File: src/rtl/alu_if_pkg.sv
// Shared types and constants for the UART <-> ALU frame sequencer.
package alu_if_pkg;

    // Default data and opcode widths
    localparam int unsigned DEF_N   = 8;
    localparam int unsigned DEF_OPW = 6;

    // Frame sequencer states
    typedef enum logic [2:0] {
        S_A    = 3'd0,
        S_B    = 3'd1,
        S_OP   = 3'd2,
        S_CALC = 3'd3,
        S_SEND = 3'd4
    } state_t;

    // ALU opcode encoding
    localparam logic [5:0] OP_ADD = 6'b100000;
    localparam logic [5:0] OP_SUB = 6'b100010;
    localparam logic [5:0] OP_AND = 6'b100100;
    localparam logic [5:0] OP_OR  = 6'b100101;
    localparam logic [5:0] OP_XOR = 6'b100110;
    localparam logic [5:0] OP_SRA = 6'b000011;
    localparam logic [5:0] OP_SRL = 6'b000010;
    localparam logic [5:0] OP_NOR = 6'b100111;

endpackage

File: src/rtl/alu_uart_interface_frame_timer.sv
// Mid-frame idle counter; flags expiry on the cycle it holds TIMEOUT-1.
module frame_timer #(
    parameter int unsigned TIMEOUT = 1000000
) (
    input  logic clk,
    input  logic reset,
    input  logic clr,
    input  logic en,
    output logic expired
);

    localparam int unsigned W = (TIMEOUT > 2) ? $clog2(TIMEOUT) : 1;
    localparam logic [W-1:0] LAST = W'(TIMEOUT - 1);

    logic [W-1:0] r_cnt;

    // Expiry only counts while enabled, so an arriving byte always wins
    assign expired = en && (r_cnt == LAST);

    // Idle counter: clear has priority, wraps to zero on expiry
    always_ff @(posedge clk or posedge reset) begin
        if (reset) begin
            r_cnt <= '0;
        end else if (clr) begin
            r_cnt <= '0;
        end else if (en) begin
            if (expired) begin
                r_cnt <= '0;
            end else begin
                r_cnt <= r_cnt + 1'b1;
            end
        end
    end

endmodule

File: src/rtl/alu_uart_interface.sv
// Frame sequencer: collects A, B, opcode bytes from the UART, presents them
// to the ALU, waits one settle cycle and sends the result byte back.
module alu_uart_interface
    import alu_if_pkg::*;
#(
    parameter int unsigned N       = DEF_N,
    parameter int unsigned OPW     = DEF_OPW,
    parameter int unsigned TIMEOUT = 1000000
) (
    input  logic           clk,
    input  logic           reset,
    input  logic [N-1:0]   rx_data,
    input  logic           rx_done,
    input  logic [N-1:0]   alu_result,
    input  logic           tx_busy,
    output logic [N-1:0]   bus_a,
    output logic [N-1:0]   bus_b,
    output logic [OPW-1:0] op_code,
    output logic [N-1:0]   tx_data,
    output logic           tx_start,
    output logic           rx_overrun
);

    state_t         r_state,    w_state_nxt;
    logic [N-1:0]   r_bus_a,    w_bus_a_nxt;
    logic [N-1:0]   r_bus_b,    w_bus_b_nxt;
    logic [OPW-1:0] r_op_code,  w_op_code_nxt;
    logic [N-1:0]   r_tx_data,  w_tx_data_nxt;
    logic           r_tx_start, w_tx_start_nxt;
    logic           r_overrun,  w_overrun_nxt;

    logic w_in_frame;
    logic w_timer_en;
    logic w_timer_clr;
    logic w_expired;

    // Timer runs only while waiting mid-frame with no byte arriving
    always_comb begin
        w_in_frame  = (r_state == S_B) || (r_state == S_OP);
        w_timer_en  = w_in_frame && !rx_done;
        w_timer_clr = !w_timer_en;
    end

    frame_timer #(
        .TIMEOUT(TIMEOUT)
    ) u_frame_timer (
        .clk    (clk),
        .reset  (reset),
        .clr    (w_timer_clr),
        .en     (w_timer_en),
        .expired(w_expired)
    );

    // Next-state and next-output logic
    always_comb begin
        w_state_nxt    = r_state;
        w_bus_a_nxt    = r_bus_a;
        w_bus_b_nxt    = r_bus_b;
        w_op_code_nxt  = r_op_code;
        w_tx_data_nxt  = r_tx_data;
        w_tx_start_nxt = 1'b0;
        w_overrun_nxt  = r_overrun;

        case (r_state)
            S_A: begin
                if (rx_done) begin
                    w_bus_a_nxt = rx_data;
                    w_state_nxt = S_B;
                end
            end
            S_B: begin
                if (rx_done) begin
                    w_bus_b_nxt = rx_data;
                    w_state_nxt = S_OP;
                end else if (w_expired) begin
                    w_state_nxt = S_A;
                end
            end
            S_OP: begin
                if (rx_done) begin
                    w_op_code_nxt = rx_data[OPW-1:0];
                    w_state_nxt   = S_CALC;
                end else if (w_expired) begin
                    w_state_nxt = S_A;
                end
            end
            S_CALC: begin
                if (rx_done) begin
                    w_overrun_nxt = 1'b1;
                end
                w_state_nxt = S_SEND;
            end
            S_SEND: begin
                if (rx_done) begin
                    w_overrun_nxt = 1'b1;
                end
                if (!tx_busy) begin
                    w_tx_data_nxt  = alu_result;
                    w_tx_start_nxt = 1'b1;
                    w_state_nxt    = S_A;
                end
            end
            default: begin
                w_state_nxt = S_A;
            end
        endcase
    end

    // State and registered outputs
    always_ff @(posedge clk or posedge reset) begin
        if (reset) begin
            r_state    <= S_A;
            r_bus_a    <= '0;
            r_bus_b    <= '0;
            r_op_code  <= '0;
            r_tx_data  <= '0;
            r_tx_start <= 1'b0;
            r_overrun  <= 1'b0;
        end else begin
            r_state    <= w_state_nxt;
            r_bus_a    <= w_bus_a_nxt;
            r_bus_b    <= w_bus_b_nxt;
            r_op_code  <= w_op_code_nxt;
            r_tx_data  <= w_tx_data_nxt;
            r_tx_start <= w_tx_start_nxt;
            r_overrun  <= w_overrun_nxt;
        end
    end

    assign bus_a      = r_bus_a;
    assign bus_b      = r_bus_b;
    assign op_code    = r_op_code;
    assign tx_data    = r_tx_data;
    assign tx_start   = r_tx_start;
    assign rx_overrun = r_overrun;

endmodule
File: config.mk
export PLATFORM = sky130hd
export DESIGN_NAME = alu_uart_interface
export DESIGN_NICKNAME = d
export VERILOG_FILES = /design/src/rtl/alu_if_pkg.sv /design/src/rtl/alu_uart_interface_frame_timer.sv /design/src/rtl/alu_uart_interface.sv
export SDC_FILE = /design/constraint.sdc
export NUM_CORES = 1
export LEC_CHECK = 0
export CAP_MARGIN = 20
export CORE_AREA = 2 2 64 66
export CTS_BUF_LIST = sky130_fd_sc_hd__clkbuf_8
export DETAILED_ROUTE_END_ITERATION = 7
export DIE_AREA = 0 0 66 68
export DONT_BUFFER_PORTS = 1
export PLACE_DENSITY = 0.79
export SLEW_MARGIN = 10
export SYNTH_ARGS = -nofsm -noshare
export SYNTH_HDL_FRONTEND = slang
export SYNTH_SLANG_ARGS = --single-unit
File: constraint.sdc
create_clock -name clk -period 2.3 [get_ports clk]
set_clock_uncertainty 0.2 [all_clocks]
set_input_delay 0.69 -clock clk [delete_from_list [all_inputs] [get_ports clk]]
set_output_delay 0.69 -clock clk [all_outputs]
set_load 0.01 [all_outputs]
==> results.md <==
* Site Rows at 23
* FF-to-FF Start: u_frame_timer.r_cnt[11]
* Initial antenna violation count at 0
* Routed WL at 4370 µm
* Setup_tns at 0 ns
* Final worst path period need at 2.02 ns
* Worst Setup SP: u_frame_timer.r_cnt[11]
* Outcome: completed
* Hold WS at 0.0961 ns
* Initial Utilization at 0.617
* Hold Path Class: input pin to async pin
* Non-Filler Instances at 249
* Synthesized flop and latch total at 55
* GRT Util Overall at 0.218
* Kind of end point of the critical path: register
* Max-cap violation count at 0
* Critical path type: register to register
* Worst reg2reg path endpoint: u_frame_timer.r_cnt[4]
* Die width at 66 µm
* M3 GR Usage at 0.0740
* Routed vias at 1536
* Req. time, crit path at 2.29 ns
* Register area share after synthesis at 0.578
* CTS tree: built
* Initial detailed-routing violation count at 66
* Largest net degree at the start of global routing at 56
* Post-CTS setup buffer count at 0
* Post-cts sizing count at 0
* Number of vias per cell at 6.17
* Die Footprint at 0.00449 mm²
* Crit path to: u_frame_timer.r_cnt[4]
* Number of global-route vias before repair at 1590
* Syn Nets at 213
* Post-DRT Antenna Nets at 0
* RSZ-0062 raised after global routing: no
* Layout Nets at 219
* Highest Clock Rate at 496 MHz
* Crit path arrival time at 2.01 ns
* Worst IR Drop VDD at 0.879 mV
* Rel. slew slack at 0.656
* Worst-path cell chain: nor4_1 > nand4_1 > o21ai_1 > buf_4 > nor2_1
* PortBufs at 0
* Area after DPL at 0.00246 mm²
* # clock sinks at 55
* Ant. Diodes at 0
* GR Layer Usage met1 at 0.277
* Max H-tree Level at 2
* Fraction of layout cells with a size suffix above 1 at 0.276
* Total CTS buffers at 5
* Final worst-path cycle share at 0.877
* R2R Setup Slk at 0.28 ns
* Delay of the slowest critical-path stage at 0.48 ns
* Reg clk slew, reported paths at 0.10 ns
* Fillers at 297
* Die Span Y at 68 µm
* Critical-path maximum fanout at 20
* Cells after synthesis at 192
* P_leak at 1.07 nW
* Synth warnings at 0
* Hold buffer count at CTS at 0
* Wire length per cell at 17.6 µm
* Number of remaining DRC errors at 0
* Post-route cell area at 0.00258 mm²
* Core Region at 0.00386 mm²
* Post-detailed-placement half-perimeter wirelength at 3180 µm
* Most Crowded Layer GR: met2
* Total grt overflow at 0
* Max Slew Vio Count at 0
* Global-route wire length before repair at 7220 µm
* CP Launch Type: register
* Clk_lat worst skew at 0.31 ns
* DP Cell Count at 241
* CTS root buf: clkbuf_8
* Mapped cell area at 0.00238 mm²
* Overall Power at 2.92 mW
* Final Hold Viols at 0
* Initial DRT Pass Iterations at 5
* Worst-margin pin slew at 0.514 ns
* Post-synthesis cell type count at 38
* CP max stage cell: dfrtp_1
* Met2 usage at 0.355
* Final setup viols at 0
* I/O pin count at 52
* Clock Path Buffers at 2
* Global placer's final weighted congestion at 0.818
* Worst reg2reg path depth at 5
* P&R area growth vs syn at 8.25%
* Mapped Avg Cell Area at 12.4 µm²
* Pwr per Cell Area at 1130 mW/mm²
[how the worst min path moves through the flow]
stage | startpoint | depth (start not counted) | end | slack (ns)
after floorplan | u_frame_timer.r_cnt[0] | 1 | u_frame_timer.r_cnt[0] | 0.27
after global placement | u_frame_timer.r_cnt[0] | 1 | u_frame_timer.r_cnt[0] | 0.28
after detailed placement | u_frame_timer.r_cnt[0] | 1 | u_frame_timer.r_cnt[0] | 0.30
after CTS | reset | 2 | op_code[2] | 0.10
after global routing | reset | 2 | op_code[0] | 0.11
final | reset | 2 | bus_a[2] | 0.1
[area by class of cell]
| type | count | area (µm²) | area share |
|---|---|---|---|
| clock buffers | 6 | 82.6 | 0.0320 |
| clock inverters | 2 | 38.8 | 0.0150 |
| inverters | 3 | 11.3 | 0.00437 |
| multi-input cells | 130 | 971 | 0.377 |
| flip-flops and latches | 55 | 1380 | 0.534 |
| well taps | 50 | 62.6 | 0.0243 |
| repair buffers | 3 | 35.0 | 0.0136 |
[layout by cell type (no fill, tap or decap), types with 4 or more instances in the layout]
cell,count
dfrtp_1,55
mux2_2,30
nor2_1,15
a21oi_1,9
xor2_1,9
nand2_1,8
nand3_1,8
o21ai_0,7
clkbuf_8,6
nand4_1,5
nand2b_1,4
o31ai_1,4
or4_1,4
[power by group]
| group | total [mW] | internal (mW) | leakage (nW) | switching (mW) |
|---|---|---|---|---|
| Clock | 0.669 | 0.358 | 0.0618 | 0.311 |
| Combinational | 0.596 | 0.341 | 0.305 | 0.254 |
| Sequential | 1.65 | 1.28 | 0.699 | 0.373 |
[logic make-up after synthesis]
| family | after synthesis | share of synthesized area |
|---|---|---|
| XOR/XNOR | 10 | 0.0368 |
| adder cells (fa/ha/maj) | 1 | 0.00525 |
| multiplexers | 30 | 0.142 |
| AO/OA/AOI/OAI | 26 | 0.0657 |
| flip-flops | 55 | 0.578 |
| AND/OR/NAND/NOR | 63 | 0.158 |
| buffers and inverters | 7 | 0.0142 |
[synthesized netlist by cell type (all sizes together)]
cell / n / share of area
and2: 2 / 0.0058
nand2b: 4 / 0.011
nand3: 9 / 0.021
or4b: 1 / 0.0058
or4: 4 / 0.013
ha: 1 / 0.0053
xor2: 9 / 0.033
dfrtp: 55 / 0.58
mux2: 30 / 0.14
nand4: 6 / 0.022
nand2: 8 / 0.013
a21o: 1 / 0.0032
o31ai: 4 / 0.013
inv: 3 / 0.0047
a21bo: 1 / 0.0042
and4: 2 / 0.0084
o21bai: 1 / 0.0032
o21ai: 8 / 0.017
and3: 3 / 0.0084
nor2: 17 / 0.029
nor4: 1 / 0.0026
buf: 4 / 0.0095
nor3: 1 / 0.0042
or3: 4 / 0.012
xnor2: 1 / 0.0037
nor4b: 1 / 0.0037
a21oi: 10 / 0.023
a211oi: 1 / 0.0032
[critical path, delay by kind of cell, from the launching register on]
kind,cells,cell delay [ns]
and+or+nand+nor,3,0.80
DFF,1,0.48
buffers and inverters,1,0.25
AOI/OAI and AO/OA,1,0.17
[stage by stage]
stage                     setup slack (ns)   util
after detailed placement             0.328  0.637
final                                0.283  0.668
after global placement               0.423  0.637
after CTS                            0.289  0.668
after global routing                 0.124  0.668
after floorplan                     0.0671      -
[registers in the layout, indices dropped and copies added, names as in the netlist]
signal and cells:
op_code 6, r_state 3, rx_overrun 1, bus_a 8
tx_start 1, bus_b 8, u_frame_timer.r_cnt 20, tx_data 8
[routing by layer]
| layer | vias up | wire length (µm) | share of wire |
|---|---|---|---|
| li1 | 697 | - | - |
| met1 | 760 | 1820 | 0.42 |
| met2 | 67 | 2130 | 0.49 |
| met3 | 12 | 324 | 0.074 |
| met4 | 0 | 91 | 0.021 |
| met5 | - | 0 | 0 |
Note: power is estimated with default switching activity, not from simulation.
